File: src/rtl/mem_arbiter.sv
// Two-master arbiter in front of the data-RAM slave port.
// Read returns are steered back to the issuing master by a tag pipe.
module mem_arbiter #(
  parameter int ADDR_W     = 32,
  parameter int DATA_W     = 32,
  parameter int RD_LAT     = 1,
  parameter int FIXED_PRIO = 0
) (
  input  logic              clk,
  input  logic              rst,
  input  logic              m0_req,
  input  logic [ADDR_W-1:0] m0_addr,
  input  logic [DATA_W-1:0] m0_wdata,
  input  logic [3:0]        m0_we,
  output logic              m0_gnt,
  output logic [DATA_W-1:0] m0_rdata,
  output logic              m0_rvalid,
  input  logic              m1_req,
  input  logic [ADDR_W-1:0] m1_addr,
  input  logic [DATA_W-1:0] m1_wdata,
  input  logic [3:0]        m1_we,
  output logic              m1_gnt,
  output logic [DATA_W-1:0] m1_rdata,
  output logic              m1_rvalid,
  output logic [ADDR_W-1:0] s_waddr,
  output logic [DATA_W-1:0] s_wdata,
  output logic [3:0]        s_we,
  output logic [ADDR_W-1:0] s_raddr,
  input  logic [DATA_W-1:0] s_rdata
);

  logic              last_gnt;
  logic [RD_LAT-1:0] pipe_v;
  logic [RD_LAT-1:0] pipe_o;
  logic              rd_fire;
  logic [ADDR_W-1:0] sel_addr;

  always_comb begin
    m0_gnt = 1'b0;
    m1_gnt = 1'b0;
    if (m0_req && m1_req) begin
      if (FIXED_PRIO != 0 || last_gnt)
        m0_gnt = 1'b1;
      else
        m1_gnt = 1'b1;
    end else begin
      m0_gnt = m0_req;
      m1_gnt = m1_req;
    end
  end

  // Idle cycles drive zeros so the RAM never sees a stray write.
  always_comb begin
    sel_addr = '0;
    s_wdata  = '0;
    s_we     = 4'h0;
    unique case (1'b1)
      m0_gnt: begin
        sel_addr = m0_addr;
        s_wdata  = m0_wdata;
        s_we     = m0_we;
      end
      m1_gnt: begin
        sel_addr = m1_addr;
        s_wdata  = m1_wdata;
        s_we     = m1_we;
      end
      default: ;
    endcase
  end

  assign s_waddr = sel_addr;
  assign s_raddr = sel_addr;

  assign rd_fire = (m0_gnt && m0_we == 4'h0)
                || (m1_gnt && m1_we == 4'h0);

  always_ff @(posedge clk or posedge rst) begin
    if (rst) begin
      last_gnt <= 1'b1;
      pipe_v   <= '0;
      pipe_o   <= '0;
    end else begin
      if (m0_gnt || m1_gnt)
        last_gnt <= m1_gnt;
      pipe_v[0] <= rd_fire;
      pipe_o[0] <= m1_gnt;
      for (int i = 1; i < RD_LAT; i++) begin
        pipe_v[i] <= pipe_v[i-1];
        pipe_o[i] <= pipe_o[i-1];
      end
    end
  end

  assign m0_rvalid = pipe_v[RD_LAT-1] & ~pipe_o[RD_LAT-1];
  assign m1_rvalid = pipe_v[RD_LAT-1] &  pipe_o[RD_LAT-1];
  assign m0_rdata  = s_rdata;
  assign m1_rdata  = s_rdata;

endmodule

File: config.mk
export PLATFORM = sky130hd
export DESIGN_NAME = mem_arbiter
export DESIGN_NICKNAME = d
export VERILOG_FILES = /design/src/rtl/mem_arbiter.sv
export SDC_FILE = /design/constraint.sdc
export NUM_CORES = 1
export LEC_CHECK = 0
export BUFFER_PORTS_ARGS = -buffer_cell sky130_fd_sc_hd__buf_2
export CAP_MARGIN = 5
export CELL_PAD_IN_SITES_DETAIL_PLACEMENT = 1
export CELL_PAD_IN_SITES_GLOBAL_PLACEMENT = 1
export CORE_AREA = 2 2 132 134
export CTS_CLUSTER_SIZE = 30
export DETAILED_ROUTE_END_ITERATION = 16
export DIE_AREA = 0 0 134 136
export GPL_TIMING_DRIVEN = 0
export MAX_ROUTING_LAYER = met4
export PLACE_DENSITY = 0.73
export SLEW_MARGIN = 0
export SYNTH_ARGS = -nofsm -noshare
export SYNTH_HDL_FRONTEND = slang
export SYNTH_SLANG_ARGS = --single-unit
File: constraint.sdc
create_clock -name clk -period 4.4 [get_ports clk]
set_input_delay 0.88 -clock clk [delete_from_list [all_inputs] [get_ports clk]]
set_output_delay 0.88 -clock clk [all_outputs]
set_load 0.005 [all_outputs]
==> metrics.cfg <==
[setup_path]
crit_type=in -> out
cp.arrival_ns=2.28
path_buf_inv=4
cpMostUsedCell=buf_2
critical_path.startpoint_type=input port
path_cells=buf_2 -> a21boi_2 -> buf_2 -> a22o_1 -> buf_4 -> buf_2
worstSetupEndpointType=output port
slowest_stage=a21boi_2
worst_ep_required_time_ns=3.52
critical_path_depth=6
critPathMaxStageDelay_ns=0.45
r2r_cells=4
crit_family=compound AO/OA/AOI/OAI gates
rrSetupSlack_ns=2.78
path_max_fanout=10

[timing]
min_period_over_period=0.719
hold_viol_final=0
setup_viol=0
rsz0062_at_grt=false
post-route-min-period_ns=3.16
finClkSkew_ns=0.000371
worst_slack_ns=1.24
tns_ns=0
fmax_mhz=316
maxSlewHeadroom=0.658
drv_slew=0
tightestPinTransition_ns=0.511

[logic_synthesis]
ys_types=15
synth_xor_area_frac=0
synthMuxAreaShare=0
yosysTopAreaCellShare=0.468
ys_warn_count=0
synth_area_leaders=buf_4 (47%), a22o_1 (39%), buf_2 (4.5%)
ys_seq_elements=3
netlist_area_sq_mm=0.00154
syn_inst=193
syn-num-nets=365
synth-adder-area-share=0
ys_seq_area_frac=0.0496
yosysTopAreaCell=buf_4
synth_top_family_by_area=buffers and inverters
synth_compound_area_frac=0.411
yosys.area_share.simple=0.0211
avgSynthCellArea_sq_um=7.98

[floorplan]
core_sq_mm=0.0169
die_h_microns=136
io_pins=340
die_area_sq_mm=0.0182
start_util=0.0913
die_width_microns=134
row_count=48

[grt]
grt.total_usage=0.0992
grt_pass1_vias=2665
grt.overflow.total=0
antenna_found_initial=0
grt_max_degree=12
grt_first_pass_wirelength_microns=13800

[clock_tree]
cts_sinks=3
clk_path_buf_depth=2
numCtsBuffers=3
cts_root_buf=clkbuf_16
cts_resized=0
holdBufCountCts=0
clock_latency_ns=0.22
clkTransAtPathRegs_ns=0.03
post_cts_buffers=0
cts_tree=yes
ctsHtreeMaxLevel=1

[final_layout]
fill_cells=2157
syn_to_final_growth_pct=123
seq_area_sq_um=76.3
drive_gt1_frac=0.841
nets=677
antennaDiodeCount=0
layout_common_cells=buf_2 (321), buf_4 (96), a22o_1 (68)
layout.cells.most_common=buf_2
multi_input_area_sq_um=666

[place]
dp_hpwl_microns=9060
place_ws_ns=1.12
portBuffers=307
gp_congestion=0.772

[power]
p_leak_nw=2.18
powerDensity_mw_per_mm2=176
total_power_uw=604
peakVddDrop_v=0.0000732

[routing]
vias_per_cell=3.61
post_drt_wl_per_cell_microns=13.7
ant_nets=0
wl_met3_microns=1140
firstDrtPassIters=4
wl_met1_microns=3460
num_vias=2630
drc=0
routed-wl-met2_microns=5320
routed.top_layer=met4
routed_wl_microns=10000
drtIter0Drc=28

[run]
cap_violations=0

[outcome]
outcome=completed

[min_path]
hold_path.class=in -> async

-- per-layer routing --
layer  GRT usage  vias to the layer above
met4      0.0142                        0
met3      0.0272                        6
met2       0.199                      205
li1            -                     1239
met5           -                        -
met1      0.0963                     1180
-- cells in the mapped netlist --
library cell / instances
nor4_1: 2
a21oi_1: 1
nor2_1: 1
a21bo_1: 1
and2_1: 1
dfrtp_1: 2
a21boi_2: 2
inv_1: 1
a22o_1: 68
inv_2: 1
nand2_1: 1
dfstp_2: 1
buf_4: 96
buf_2: 14
nor2b_1: 1
-- worst register-to-register path, cell delays in order (launching register included) --
cell	delay, ns
dfstp_2	0.55
inv_2	0.04
a21boi_2	0.43
buf_2	0.33
a21bo_1	0.19
-- layout make-up --
class,count,area share
sequential,3,0.0222
inverter,2,0.00218
multi-input combinational,78,0.194
buffer,110,0.230
timing repair buffer,307,0.447
tap,225,0.0819
clock buffer,4,0.0229
-- state kept, by name (all words and copies together) (netlist names) --
name / cells
last_gnt: 1
pipe_o: 1
pipe_v: 1
-- report_power, final --
group | switching (mW) | internal [mW] | total [mW] | leakage [nW]
Sequential | 0.00223 | 0.0313 | 0.0335 | 0.0367
Combinational | 0.176 | 0.250 | 0.425 | 2.11
Clock | 0.0252 | 0.120 | 0.145 | 0.0382
Total | 0.203 | 0.400 | 0.604 | 2.18
-- cells by family after synthesis --
family                 count (synthesis)
AND/OR/NAND/NOR                        6
AO/OA/AOI/OAI                         72
buffers and inverters                112
flip-flops                             3
-- path summary, 6_finish.rpt --
| path | start | to |
|---|---|---|
| max | m0_req | s_waddr[11] |
| min | rst | pipe_o |
| max reg2reg | last_gnt | pipe_v |
| min reg2reg | last_gnt | last_gnt |
| max in group asynchronous | rst | last_gnt |
| min in group clk | last_gnt | last_gnt |
-- metrics by stage --
step / utilization / hold slack [ns] / instance area [sq um] / cells
final: 0.204 / 0.520 / 3440 / 729
after global placement: 0.199 / 0.519 / 3360 / 725
after global routing: 0.204 / 0.529 / 3440 / 729
after CTS: 0.204 / 0.521 / 3440 / 729
after detailed placement: 0.199 / 0.543 / 3360 / 725
after floorplan: - / 0.508 / 1540 / 193
Power figures use the tool's default switching activity.
